**src/rtl/keypad_pkg.sv**
```systemverilog
// Shared key-code constants, FSM state type and key-position lookup for the
// 4x4 keypad scanner and emulator.
package keypad_pkg;

  localparam logic [3:0] KEY_0 = 4'h0;
  localparam logic [3:0] KEY_1 = 4'h1;
  localparam logic [3:0] KEY_2 = 4'h2;
  localparam logic [3:0] KEY_3 = 4'h3;
  localparam logic [3:0] KEY_4 = 4'h4;
  localparam logic [3:0] KEY_5 = 4'h5;
  localparam logic [3:0] KEY_6 = 4'h6;
  localparam logic [3:0] KEY_7 = 4'h7;
  localparam logic [3:0] KEY_8 = 4'h8;
  localparam logic [3:0] KEY_9 = 4'h9;
  localparam logic [3:0] KEY_A = 4'hA;
  localparam logic [3:0] KEY_B = 4'hB;
  localparam logic [3:0] KEY_C = 4'hC;
  localparam logic [3:0] KEY_D = 4'hD;
  localparam logic [3:0] KEY_E = 4'hE;
  localparam logic [3:0] KEY_F = 4'hF;

  typedef enum logic [1:0] {
    IDLE    = 2'd0,
    PRESS   = 2'd1,
    RELEASE = 2'd2
  } state_t;

  typedef struct packed {
    logic [3:0] row;  // one-hot row
    logic [3:0] col;  // one-hot column
  } key_pos_t;

  function automatic key_pos_t key_pos(input logic [3:0] code);
    key_pos_t   p;
    logic [1:0] r;
    logic [1:0] c;
    r = 2'd0;
    c = 2'd0;
    case (code)
      KEY_1: begin r = 2'd0; c = 2'd0; end
      KEY_2: begin r = 2'd0; c = 2'd1; end
      KEY_3: begin r = 2'd0; c = 2'd2; end
      KEY_A: begin r = 2'd0; c = 2'd3; end
      KEY_4: begin r = 2'd1; c = 2'd0; end
      KEY_5: begin r = 2'd1; c = 2'd1; end
      KEY_6: begin r = 2'd1; c = 2'd2; end
      KEY_B: begin r = 2'd1; c = 2'd3; end
      KEY_7: begin r = 2'd2; c = 2'd0; end
      KEY_8: begin r = 2'd2; c = 2'd1; end
      KEY_9: begin r = 2'd2; c = 2'd2; end
      KEY_C: begin r = 2'd2; c = 2'd3; end
      KEY_F: begin r = 2'd3; c = 2'd0; end
      KEY_0: begin r = 2'd3; c = 2'd1; end
      KEY_E: begin r = 2'd3; c = 2'd2; end
      KEY_D: begin r = 2'd3; c = 2'd3; end
      default: begin r = 2'd0; c = 2'd0; end
    endcase
    p.row = 4'b0001 << r;
    p.col = 4'b0001 << c;
    return p;
  endfunction

endpackage

```
**src/rtl/keypad_bounce_gen.sv**
```systemverilog
// Contact-bounce generator: on start, jumps to the target level, toggles
// TOGGLES times every PERIOD cycles, then settles at the target level.
module keypad_bounce_gen #(
  parameter int TOGGLES = 6,
  parameter int PERIOD  = 1000
) (
  input  logic clk,
  input  logic rst,
  input  logic start,
  input  logic level,
  output logic contact
);

  localparam int PW = $clog2(PERIOD) + 1;
  localparam int TW = $clog2(TOGGLES + 1) + 1;

  logic [PW-1:0] tcnt;
  logic [TW-1:0] remain;
  logic          target;

  always_ff @(posedge clk) begin
    if (rst) begin
      contact <= 1'b0;
      target  <= 1'b0;
      remain  <= '0;
      tcnt    <= '0;
    end else if (start) begin
      contact <= level;
      target  <= level;
      remain  <= TW'(TOGGLES);
      tcnt    <= '0;
    end else if (remain != '0) begin
      if (tcnt == PW'(PERIOD - 1)) begin
        contact <= ~contact;
        remain  <= remain - TW'(1);
        tcnt    <= '0;
      end else begin
        tcnt <= tcnt + PW'(1);
      end
    end else begin
      contact <= target;
    end
  end

endmodule

```
**src/rtl/keypad_emulator.sv**
```systemverilog
// 4x4 matrix keypad emulator: presses a handshaken key for HOLD_CYCLES, then
// forces release for RELEASE_CYCLES. Optional bounce: KEYPAD_EMU_BOUNCE_EN.
module keypad_emulator
  import keypad_pkg::*;
#(
  parameter int HOLD_CYCLES    = 4000000,
  parameter int RELEASE_CYCLES = 2000000,
  parameter int BOUNCE_TOGGLES = 6,
  parameter int BOUNCE_PERIOD  = 1000
) (
  input  logic       clk,
  input  logic       rst,
  input  logic [3:0] key_in,
  input  logic       key_valid,
  output logic       key_ready,
  input  logic [3:0] rowN_in,
  output logic [3:0] columnN_out,
  output logic       pressed,
  output logic       busy,
  output logic       key_done
);

  localparam int MAX_HR = (HOLD_CYCLES > RELEASE_CYCLES) ? HOLD_CYCLES : RELEASE_CYCLES;
  localparam int MAX_C  = (MAX_HR > BOUNCE_PERIOD) ? MAX_HR : BOUNCE_PERIOD;
  localparam int CW     = $clog2(MAX_C) + 1;

  if (HOLD_CYCLES < 1 || RELEASE_CYCLES < 1 || BOUNCE_TOGGLES < 0 || BOUNCE_PERIOD < 1)
  begin : g_param_err
    $error("keypad_emulator: illegal parameter value");
  end

  state_t        state, state_nxt;
  logic [CW-1:0] cnt, cnt_nxt;
  logic [3:0]    key_q;
  logic [3:0]    col_nxt;
  logic          accept;
  logic          contact;
  logic          row_low;
  key_pos_t      pos;

  // NOTE: state registers use non-blocking assignments so every flop samples
  // pre-edge values, independent of block evaluation order.
  always_ff @(posedge clk) begin
    if (rst) begin
      state       <= IDLE;
      cnt         <= '0;
      key_q       <= '0;
      columnN_out <= 4'b1111;
    end else begin
      state       <= state_nxt;
      cnt         <= cnt_nxt;
      columnN_out <= col_nxt;
      if (accept) key_q <= key_in;
    end
  end

  // NOTE: every output of this block gets a default first, so no path can
  // leave a signal unassigned and infer a latch.
  always_comb begin
    state_nxt = state;
    cnt_nxt   = cnt;
    key_ready = 1'b0;
    busy      = 1'b1;
    key_done  = 1'b0;
    accept    = 1'b0;
    case (state)
      IDLE: begin
        key_ready = 1'b1;
        busy      = 1'b0;
        cnt_nxt   = '0;
        if (key_valid) begin
          accept    = 1'b1;
          state_nxt = PRESS;
        end
      end
      PRESS: begin
        if (cnt == CW'(HOLD_CYCLES - 1)) begin
          cnt_nxt   = '0;
          state_nxt = RELEASE;
        end else begin
          cnt_nxt = cnt + CW'(1);
        end
      end
      RELEASE: begin
        if (cnt == CW'(RELEASE_CYCLES - 1)) begin
          key_done  = 1'b1;
          cnt_nxt   = '0;
          state_nxt = IDLE;
        end else begin
          cnt_nxt = cnt + CW'(1);
        end
      end
      default: begin
        busy      = 1'b0;
        cnt_nxt   = '0;
        state_nxt = IDLE;
      end
    endcase
  end

`ifdef KEYPAD_EMU_BOUNCE_EN
  logic bounce_start;
  // Bounce restarts on both edges of the logical press; target is the new level.
  assign bounce_start = accept || (state == PRESS && state_nxt == RELEASE);

  keypad_bounce_gen #(
    .TOGGLES (BOUNCE_TOGGLES),
    .PERIOD  (BOUNCE_PERIOD)
  ) u_bounce (
    .clk     (clk),
    .rst     (rst),
    .start   (bounce_start),
    .level   (accept),
    .contact (contact)
  );
`else
  assign contact = (state == PRESS);
`endif

  assign pressed = contact;
  assign pos     = key_pos(key_q);
  // Other rows being low at the same time does not mask the target row.
  assign row_low = ((rowN_in & pos.row) == 4'b0000);
  assign col_nxt = ~(pos.col & {4{contact && row_low}});

endmodule

```
**config.mk**
```make
export PLATFORM = sky130hd
export DESIGN_NAME = keypad_emulator
export DESIGN_NICKNAME = d
export VERILOG_FILES = /design/src/rtl/keypad_pkg.sv /design/src/rtl/keypad_bounce_gen.sv /design/src/rtl/keypad_emulator.sv
export SDC_FILE = /design/constraint.sdc
export NUM_CORES = 1
export LEC_CHECK = 0
export CORE_MARGIN = 1
export CORE_UTILIZATION = 54
export DETAILED_ROUTE_END_ITERATION = 8
export PLACE_DENSITY = 0.8
export RECOVER_POWER = 50
export SYNTH_ARGS = -nofsm -noshare
export SYNTH_HDL_FRONTEND = slang
export SYNTH_SLANG_ARGS = --single-unit
export TNS_END_PERCENT = 5
```
**constraint.sdc**
```tcl
create_clock -name clk -period 2.4 [get_ports clk]
set_input_delay 0.24 -clock clk [delete_from_list [all_inputs] [get_ports clk]]
set_output_delay 0.24 -clock clk [all_outputs]
set_load 0.02 [all_outputs]
```
=== After elaboration in Yosys (flattened, before gate mapping) ===
Memories as Yosys holds them, arrays and structs flattened. A register that Yosys moved wholly into a read port is not among the register bits.
Index checks and enable logic that the tools add are counted.

* Muxes and demuxes: 15
* Add/sub/neg operators: 1
* Shifts and indexed selects: 2
* Reductions and logical operators: 5
* Bitwise gates (word level): 3
* Equality and inequality tests: 7

{| class="wikitable"
|+ Operator list
! operator !! count
|-
| 23-bit 2-to-1 mux || 2
|-
| 23-bit one-hot mux with 2 select lines || 1
|-
| 23-bit by 1-bit adder with 23-bit output (second input constant) || 1
|-
| 23-bit by 21-bit == test with 1-bit output (second input constant) || 1
|-
| 23-bit by 22-bit == test with 1-bit output (second input constant) || 1
|-
| 4-bit bitwise AND || 2
|-
| 4-bit 2-to-1 mux || 2
|-
| 1-bit by 2-bit left shift with 4-bit output (first input constant) || 2
|-
| 1-bit 2-to-1 mux || 6
|-
| 2-bit 2-to-1 mux || 3
|-
| 2-bit one-hot mux with 3 select lines || 1
|-
| 4-bit logical NOT || 1
|-
| 2-bit != test (second input constant) || 2
|-
| 4-bit NOT || 1
|-
| 3-bit AND reduction || 1
|-
| 2-bit by 1-bit == test with 1-bit output (second input constant) || 1
|-
| 2-bit == test (second input constant) || 1
|-
| 2-bit logical NOT || 1
|-
| 2-bit by 1-bit != test with 1-bit output (second input constant) || 1
|-
| 2-bit OR reduction || 1
|-
| 1-bit logical AND || 1
|}

* Bits of input ports: 11
* Output and inout port bits: 8
* Bits in read-only memories: 64
* Register bits: 33
* Word-level logic and storage cells: 38
* Memories kept: 1

{| class="wikitable"
|+ Memories
! memory !! depth !! bits a word !! read ports !! clocked after memory_dff !! write ports !! line !! RTL
|-
| (name not given) || 16 || 4 || 1 || 1 || 0 || keypad_pkg.sv:39 || <nowiki>case (code)</nowiki>
|}

=== Depth between registers and ports, before layout ===
Gate-level depths: netlist (run 1).

* Depth after elaboration: 6
* Gate-level depth with buffers: 8
* Mapped depth without buffers: 8

=== Least setup slack after synthesis (run 1) ===
Ideal clock, no wire load.

* Path kind: reg-to-reg
* From: register cnt[0]
* To: register cnt[10]
* Stages on the path, launching flop included: 8
* Data arrival time: 1.867 ns
* Period minus slack after synthesis: 1.984 ns
* Library setup time: 0.117 ns
* Buffers on the path: 1
* Slack: 0.416 ns
* Required time: 2.283 ns
* Cell sequence: dfxtp_1 ha_1 nand3_1 nand4bb_1 o41a_1 o21ai_1 buf_2 nor2_1

* Cells in the longest elaborated chain, start to end: 3
* Elaborated cells between the ends (all ways): 6
* Classes of those cells: add/sub (1); eq/ne (2); mux (3)

{| class="wikitable"
|+ RTL lines
! item !! line !! RTL
|-
| from (decl) || keypad_emulator.sv:33 || <nowiki>logic [CW-1:0] cnt, cnt_nxt;</nowiki>
|-
| from (signal assigned) || keypad_emulator.sv:51 || <nowiki>cnt <= cnt_nxt;</nowiki>
|-
| 23-bit by 1-bit adder with 23-bit output (tied with other cells) || keypad_emulator.sv:81, keypad_emulator.sv:90 ||
|-
| 23-bit 2-to-1 mux (on tied branches) || keypad_emulator.sv:85, keypad_emulator.sv:77 ||
|-
| 23-bit one-hot mux with 2 select lines (*) || keypad_emulator.sv:66 || <nowiki>case (state)</nowiki>
|}

Every way passes the cells marked *; elsewhere a longest branch is shown, timed or not.
A chain may end at the register's enable or synchronous reset.

=== Final worst setup path (run 1) ===
* From: register cnt[9]
* To: output key_done

* Cells in the longest elaborated chain, start to end: 3

{| class="wikitable"
|+ RTL lines
! item !! line !! RTL
|-
| 23-bit by 21-bit == test with 1-bit output || keypad_emulator.sv:85 || <nowiki>if (cnt == CW'(RELEASE_CYCLES - 1)) begin</nowiki>
|-
| 1-bit 2-to-1 mux || keypad_emulator.sv:85 ||
|-
| 1-bit 2-to-1 mux || keypad_emulator.sv:66 ||
|-
| to (decl) || keypad_emulator.sv:20 || <nowiki>output logic key_done</nowiki>
|}

Every way passes these cells.

==> summary.txt, run 1 <==
Outcome
  – Status: complete, no violations

Clocking
  – CTS clk-pin slew, worst paths: 100 ps
  – Root Buffer: clkbuf_4
  – Clock sink total: 37
  – Worst-skew pair later-pin latency: 340 ps
  – Maximum number of buffers from clock root to sink: 2
  – H-Tree Depth: 2
  – CTS tree: done
  – CTS buffer count: 5
  – Hold_buf cts: 0

STA
  – Setup_tns: 0 ps
  – RSZ-0062 raised after global routing: false
  – F_max: 440 MHz
  – Final Skew: 4.21 ps
  – Min Tclk post-route: 2270 ps
  – Final setup violation count: 0
  – Period utilisation layout: 94.7%
  – Rel. slew slack: 47.4%
  – Worst-Margin Slew: 782 ps
  – Slew Viols, Final: 0
  – Final Hold Viols: 0

Drt
  – Vias after detailed routing: 1386
  – Routed length per instance: 14.4 µm
  – Antenna-violating nets left: 0
  – Vias per std cell: 5.80
  – DR DRC count: 0
  – DRT iter0 DRCs: 49
  – Detailed Route WL: 3.43 mm
  – Length of the first detailed-routing pass in iterations: 4

Flow run
  – Max-cap violations: 0

Setup path
  – CP bufs+invs: 1
  – Critical path startpoint: cnt[9]$_SDFF_PP0_
  – Arrival time at the worst endpoint: 2030 ps
  – Crit Path Class: flip-flop to output port
  – Critical R2R Launch: cnt[9]$_SDFF_PP0_
  – Crit-path slowest cell: nor4_1
  – Worst Setup End Kind: output port
  – Worst Path Required: 2160 ps
  – Worst path cell trace: nor4_1 > nand4bb_4 > nor4_2 > and2_1 > clkbuf_2
  – Startpoint types: flip-flop
  – CP max stage delay: 520 ps
  – CP delay by family, top: simple AND/OR/NAND/NOR gates
  – Worst-path fanout max: 6

Place
  – Final GP Congestion: 0.805
  – Port Buf Inserts: 18
  – Placed insts: 231
  – Detail Placement HPWL: 2.50 mm

Global routing
  – Largest net degree at the start of global routing: 23
  – Vias in the first global route: 1332
  – Global Route Usage Sum: 22.6%
  – Number of antenna violations at the first check in global routing: 0
  – First-pass GRT wire length: 5.61 mm
  – GRT Residual Overflow: 0

Yosys
  – Adder-Cell Fraction of Synth Area: 3.79%
  – Synth warn: 0
  – Net count after synthesis: 197
  – Synth Area in Compound Gates: 5.99%
  – Cells after synthesis: 181
  – EDFF count, synth: 0
  – Synth Area in Simple Gates: 26.3%
  – Main combinational cell family by area after synthesis: simple AND/OR/NAND/NOR gates
  – Post-Syn Area: 0.00165 mm²
  – Synth unique cells: 37
  – Post-synthesis sequential area ratio: 44.9%
  – Xor-xnor portion of the synthesized cell area: 11.2%
  – Post-synthesis mux area share: 5.69%
  – Dominant cell type by area after synthesis: dfxtp_1
  – Synth area leaders: dfxtp_1, xor2_1, nor2_1
  – #FFs+latches synth: 37
  – Synth top area share: 44.9%
  – Ys async rst share: 0%
  – Top_reg_cell synth: dfxtp_1
  – Average cell area after synthesis: 9.11 µm²

Floorplan
  – Core area: 0.00283 mm²
  – Die area: 0.00328 mm²
  – Die H: 57.3 µm
  – Die Wd: 57.3 µm
  – Ports: 19
  – Starting density of the core: 58.3%
  – Std cell rows: 19

Power and ir drop
  – Peak VDD IR: 0.651 mV
  – PwrDens: 762 mW/mm²
  – Leak pwr: 0.674 nW

Finish
  – Finished Layout Cells: 239
  – Synthesis-to-finish area growth: 19.3%
  – Layout cells sized above 1: 8.17%
  – Final net count: 223
  – Leading cell type in the layout, fill and taps excluded: dfxtp_1
  – Commonest non-fill, non-tap cells in the layout: dfxtp_1, nor2_1, xor2_1
  – N_diodes: 0

Hold path
  – Hold Crit Class: flip-flop to flip-flop
[cells in the mapped netlist (2+ instances only)]
cell      instances
nor3_1            5
xor2_1           15
ha_1              5
nand3_1          13
dfxtp_1          37
nand2b_1          6
nand4_1           6
nand2_1          11
inv_1             6
and3_1            2
nor2_1           33
mux2i_1           6
a21oi_1           2
o41a_1            2
xnor2_1           6
nor4_1            4
buf_2             2
[power by group]
part	switching, mW	internal, mW	leakage, nW
clock	0.200	0.170	0.0413
combinational	0.235	0.200	0.332
sequential	0.0291	0.665	0.300
[metal layers]
layer / part of all wire (%) / global-route usage [%] / up-vias
li1: - / - / 676
met1: 45 / 27.5 / 661
met2: 49 / 36.5 / 41
met3: 4.9 / 7.94 / 8
met4: 1.6 / 9.41 / 0
met5: 0 / 0 / -
[through the flow]
stage / area (µm²) / worst slack [ps] / power (mW) / util [%] / hold WS [ps]
detailed placement: 1880 / 168 / 1.16 / 66.6 / 409
floorplan: 1650 / 416 / 1.02 / - / 374
CTS: 1950 / 58.9 / 1.53 / 69.0 / 433
finish: 1970 / 128 / 1.50 / 69.6 / 430
global placement: 1880 / 217 / 1.14 / 66.6 / 385
global route: 1970 / 65.1 / 1.59 / 69.6 / 442
[timing repair]
action	in CTS	in global routing
buffers inserted	0	0
setup endpoints to repair	1	1
resized for setup	1	4
[worst reg2reg max path, delay by kind of cell, from the launching register on]
family	cells	cell delay, ps
AO/OA/AOI/OAI	2	610
buffers and inverters	1	260
flip-flops	1	380
AND/OR/NAND/NOR	3	790
[logic make-up after synthesis]
group           after synthesis
simple gates                 88
flops                        37
xor+xnor                     21
compound gates               13
buf+inv                       9
mux                           8
fa+ha+maj                     5
[final timing paths]
path         slack, ps                         to  cells after the start
min                430  columnN_out[1]$_SDFF_PP1_                      1
max reg2reg        250          cnt[8]$_SDFF_PP0_                      6
min reg2reg        430  columnN_out[1]$_SDFF_PP1_                      1
max                130                   key_done                      5
[final cells by class]
cell class                      instances  area (µm²)
Clock buffer                            7        65.1
Clock inverter                          1        5.00
Tap cell                               31        38.8
Sequential cell                        37         741
Timing Repair Buffer                   22         201
Multi-Input combinational cell        135         895
Inverter                                6        22.5
Fill cell                             217         861
Note: power is estimated with default switching activity, not from simulation.
==> run 2: changes to the inputs <==
SYNTH_HIERARCHICAL = 1   (was not set)
clock period = 2.2 ns   (was 2.4 ns; I/O delays follow)
==> run 2 against run 1 <==
Core utilization up 1.9 points. Critical path depth grew 2. Critical endpoint is now state[1]$_SDFFE_PP0P_. Highest routed layer unchanged. Largest cell class unchanged. Area after synthesis unchanged. Clock-buffer cell count is 1 lower. Sequential cell count did not move. Global-route usage rose by 2.0 points.
==> summary.txt, run 2 <==
Floorplan
  – Starting density of the core: 58.3% (unchanged)
  – Ports: 19 (unchanged)
  – Die Wd: 57.3 µm (unchanged)
  – Std cell rows: 19 (unchanged)
  – Die H: 57.3 µm (unchanged)
  – Die area: 0.00328 mm² (unchanged)
  – Core area: 0.00283 mm² (unchanged)

Clocking
  – Post-CTS Setup Repair Bufs: 0 (unchanged)
  – H-Tree Depth: 2 (unchanged)
  – Hold_buf cts: 0 (unchanged)
  – Root Buffer: clkbuf_4
  – Worst-skew pair later-pin latency: 360 ps (+20 ps)
  – CTS tree: done
  – CTS buffer count: 5 (unchanged)
  – Clock sink total: 37 (unchanged)
  – CTS clk-pin slew, worst paths: 120 ps (+20 ps)
  – Maximum number of buffers from clock root to sink: 2 (unchanged)

STA
  – Setup_tns: 0 ps (unchanged)
  – RSZ-0062 raised after global routing: false
  – Final setup violation count: 0 (unchanged)
  – Worst-Margin Slew: 662 ps (-119 ps)
  – Period utilisation layout: 97.1%
  – F_max: 468 MHz
  – Final Skew: 8.83 ps (+4.61 ps)
  – Min Tclk post-route: 2140 ps
  – Final Hold Viols: 0 (unchanged)
  – Rel. slew slack: 55.4% (+8.0 points)
  – Slew Viols, Final: 0 (unchanged)

Yosys
  – Synth top area share: 44.9% (unchanged)
  – Top_reg_cell synth: dfxtp_1
  – Synth area leaders: dfxtp_1, xor2_1, nor2_1
  – Post-Syn Area: 0.00165 mm² (unchanged)
  – #FFs+latches synth: 37 (unchanged)
  – Top-count cell post-synth: dfxtp_1
  – Commonest cells post-synth: dfxtp_1, nor2_1, xor2_1
  – Ys async rst share: 0% (unchanged)
  – Cells after synthesis: 181 (unchanged)
  – Average cell area after synthesis: 9.11 µm² (unchanged)
  – Dominant cell type by area after synthesis: dfxtp_1
  – EDFF count, synth: 0 (unchanged)
  – Net count after synthesis: 197 (unchanged)
  – Post-synthesis sequential area ratio: 44.9% (unchanged)
  – Synth warn: 6 (+6)
  – Synth unique cells: 37 (unchanged)

Setup path
  – Crit Path Class: flip-flop to flip-flop
  – Worst r2r path cells: 7 (+1)
  – Startpoint types: flip-flop
  – CP bufs+invs: 1 (unchanged)
  – Crit path depth: 7 (+2)
  – Arrival time at the worst endpoint: 2420 ps (+390 ps)
  – CP max stage delay: 460 ps (-60 ps)
  – Worst path cell trace: ha_1 > nand3_1 > nand4bb_1 > buf_4 > o41a_1 > a211o_1 > mux2i_1
  – Worst-path fanout max: 4 (-2)
  – Crit-path slowest cell: o41a_1
  – Worst Path Required: 2480 ps (+320 ps)
  – CP delay by family, top: compound AO/OA/AOI/OAI gates
  – Worst Setup End Kind: flip-flop

Global routing
  – Largest net degree at the start of global routing: 18 (-22%)
  – Number of antenna violations at the first check in global routing: 0 (unchanged)
  – Global Route Usage Sum: 24.6% (+2.0 points)
  – Vias in the first global route: 1369 (+2.8%)
  – First-pass GRT wire length: 6.01 mm (+7.1%)
  – GRT Residual Overflow: 0 (unchanged)

Place
  – Detail Placement HPWL: 2.72 mm (+9.1%)
  – Final GP Congestion: 0.801 (-0.53%)
  – Placed insts: 236 (+2.2%)
  – Port Buf Inserts: 18 (unchanged)

Power and ir drop
  – Peak VDD IR: 0.757 mV (+16%)
  – Seq pwr share: 42.7% (-3.6 points)
  – PwrDens: 877 mW/mm² (+15%)
  – Sw Share: 30.9% (-0.040 points)
  – Leak pwr: 0.701 nW (+4.0%)
  – Pint: 1.22 mW (+18%)
  – Clk pwr share: 28.6% (+3.9 points)
  – Combinational share of power: 28.7% (-0.3 points)
  – Net Switching: 548 µW (+18%)

Drt
  – DR DRC count: 0 (unchanged)
  – DRT iter0 DRCs: 71 (+45%)
  – Vias after detailed routing: 1431 (+3.2%)
  – Antenna-violating nets left: 0 (unchanged)
  – Routed length per instance: 15.5 µm (+8.3%)
  – Length of the first detailed-routing pass in iterations: 4 (unchanged)
  – Vias per std cell: 5.86 (+1.1%)
  – Detailed Route WL: 3.79 mm (+11%)

Finish
  – Storage cell area: 747 µm² (+0.84%)
  – # fillers: 207 (-4.6%)
  – Finished Layout Cells: 244 (+2.1%)
  – Synthesis-to-finish area growth: 22.6%
  – Final net count: 228 (+2.2%)
  – N_diodes: 0 (unchanged)
  – Layout cells sized above 1: 11.7% (+3.6 points)
  – Area of the multi-input gates: 886 µm² (-0.98%)
  – Leading cell type in the layout, fill and taps excluded: dfxtp_1
  – Commonest non-fill, non-tap cells in the layout: dfxtp_1, nor2_1, xor2_1

Flow run
  – Max-cap violations: 0 (unchanged)

Outcome
  – Status: complete, no violations

Hold path
  – WHS Path Cells: 1 (unchanged)
  – Hold Crit Class: flip-flop to flip-flop
## run 2: metal layers
metal | share of wire, % | wire length [µm] | GRT usage [%] | up-vias
met5 | 0 | 0 | 0 | -
met4 | 2.1 | 78 | 11.5 | 0
met1 | 42 | 1610 | 28.7 | 685
met3 | 5.2 | 198 | 7.71 | 9
met2 | 50 | 1910 | 41.3 | 48
li1 | - | - | - | 689
## run 2: path summary, 6_finish.rpt
check                                        from                        end  slack [ps]
worst max register to register  cnt[0]$_SDFF_PP0_      state[1]$_SDFFE_PP0P_          60
worst min register to register          flip-flop  columnN_out[1]$_SDFF_PP1_         450
worst max-delay path            cnt[0]$_SDFF_PP0_      state[1]$_SDFFE_PP0P_          60
worst min-delay path                    flip-flop  columnN_out[1]$_SDFF_PP1_         450
## run 2: final cells by class
| type | count | share of cell area [%] |
|---|---|---|
| Clock buffer | 6 | 2.54 |
| Clock inverter | 2 | 1.86 |
| Inverter | 6 | 1.11 |
| Multi-Input combinational cell | 135 | 43.8 |
| Sequential cell | 37 | 36.9 |
| Tap cell | 31 | 1.92 |
| Timing Repair Buffer | 27 | 11.8 |
## run 2: kinds of logic after synthesis
| kind of cell | synth area share (%) |
|---|---|
| simple gates | 26.3 |
| flops | 44.9 |
| xor+xnor | 11.2 |
| compound gates | 5.99 |
| buf+inv | 2.20 |
| mux | 5.69 |
| fa+ha+maj | 3.79 |
## run 2: timing repair
| action | CTS | global route |
|---|---|---|
| endpoints found under the setup margin | 1 | 18 |
| pin swaps | 0 | 1 |
| resized for setup | 3 | 9 |
## run 2: power groups by stage
stage	logic (mW)	clock network, mW	registers, mW
3_5_place_dp	0.516	0	0.774
6_report	0.509	0.507	0.758
5_1_grt	0.543	0.545	0.762
3_3_place_gp	0.482	0	0.768
4_1_cts	0.520	0.513	0.758
2_1_floorplan	0.339	0	0.770
## run 2: metrics by stage
stage	setup slack, ps	hold slack, ps	power (mW)	utilization, %	area [µm²]
final	64.2	445	1.77	71.5	2020
after global routing	9.00	449	1.85	71.5	2020
after CTS	2.95	436	1.79	71.1	2010
after detailed placement	74.1	409	1.29	67.9	1920
after global placement	132	385	1.25	67.9	1920
after floorplan	216	374	1.11	-	1650
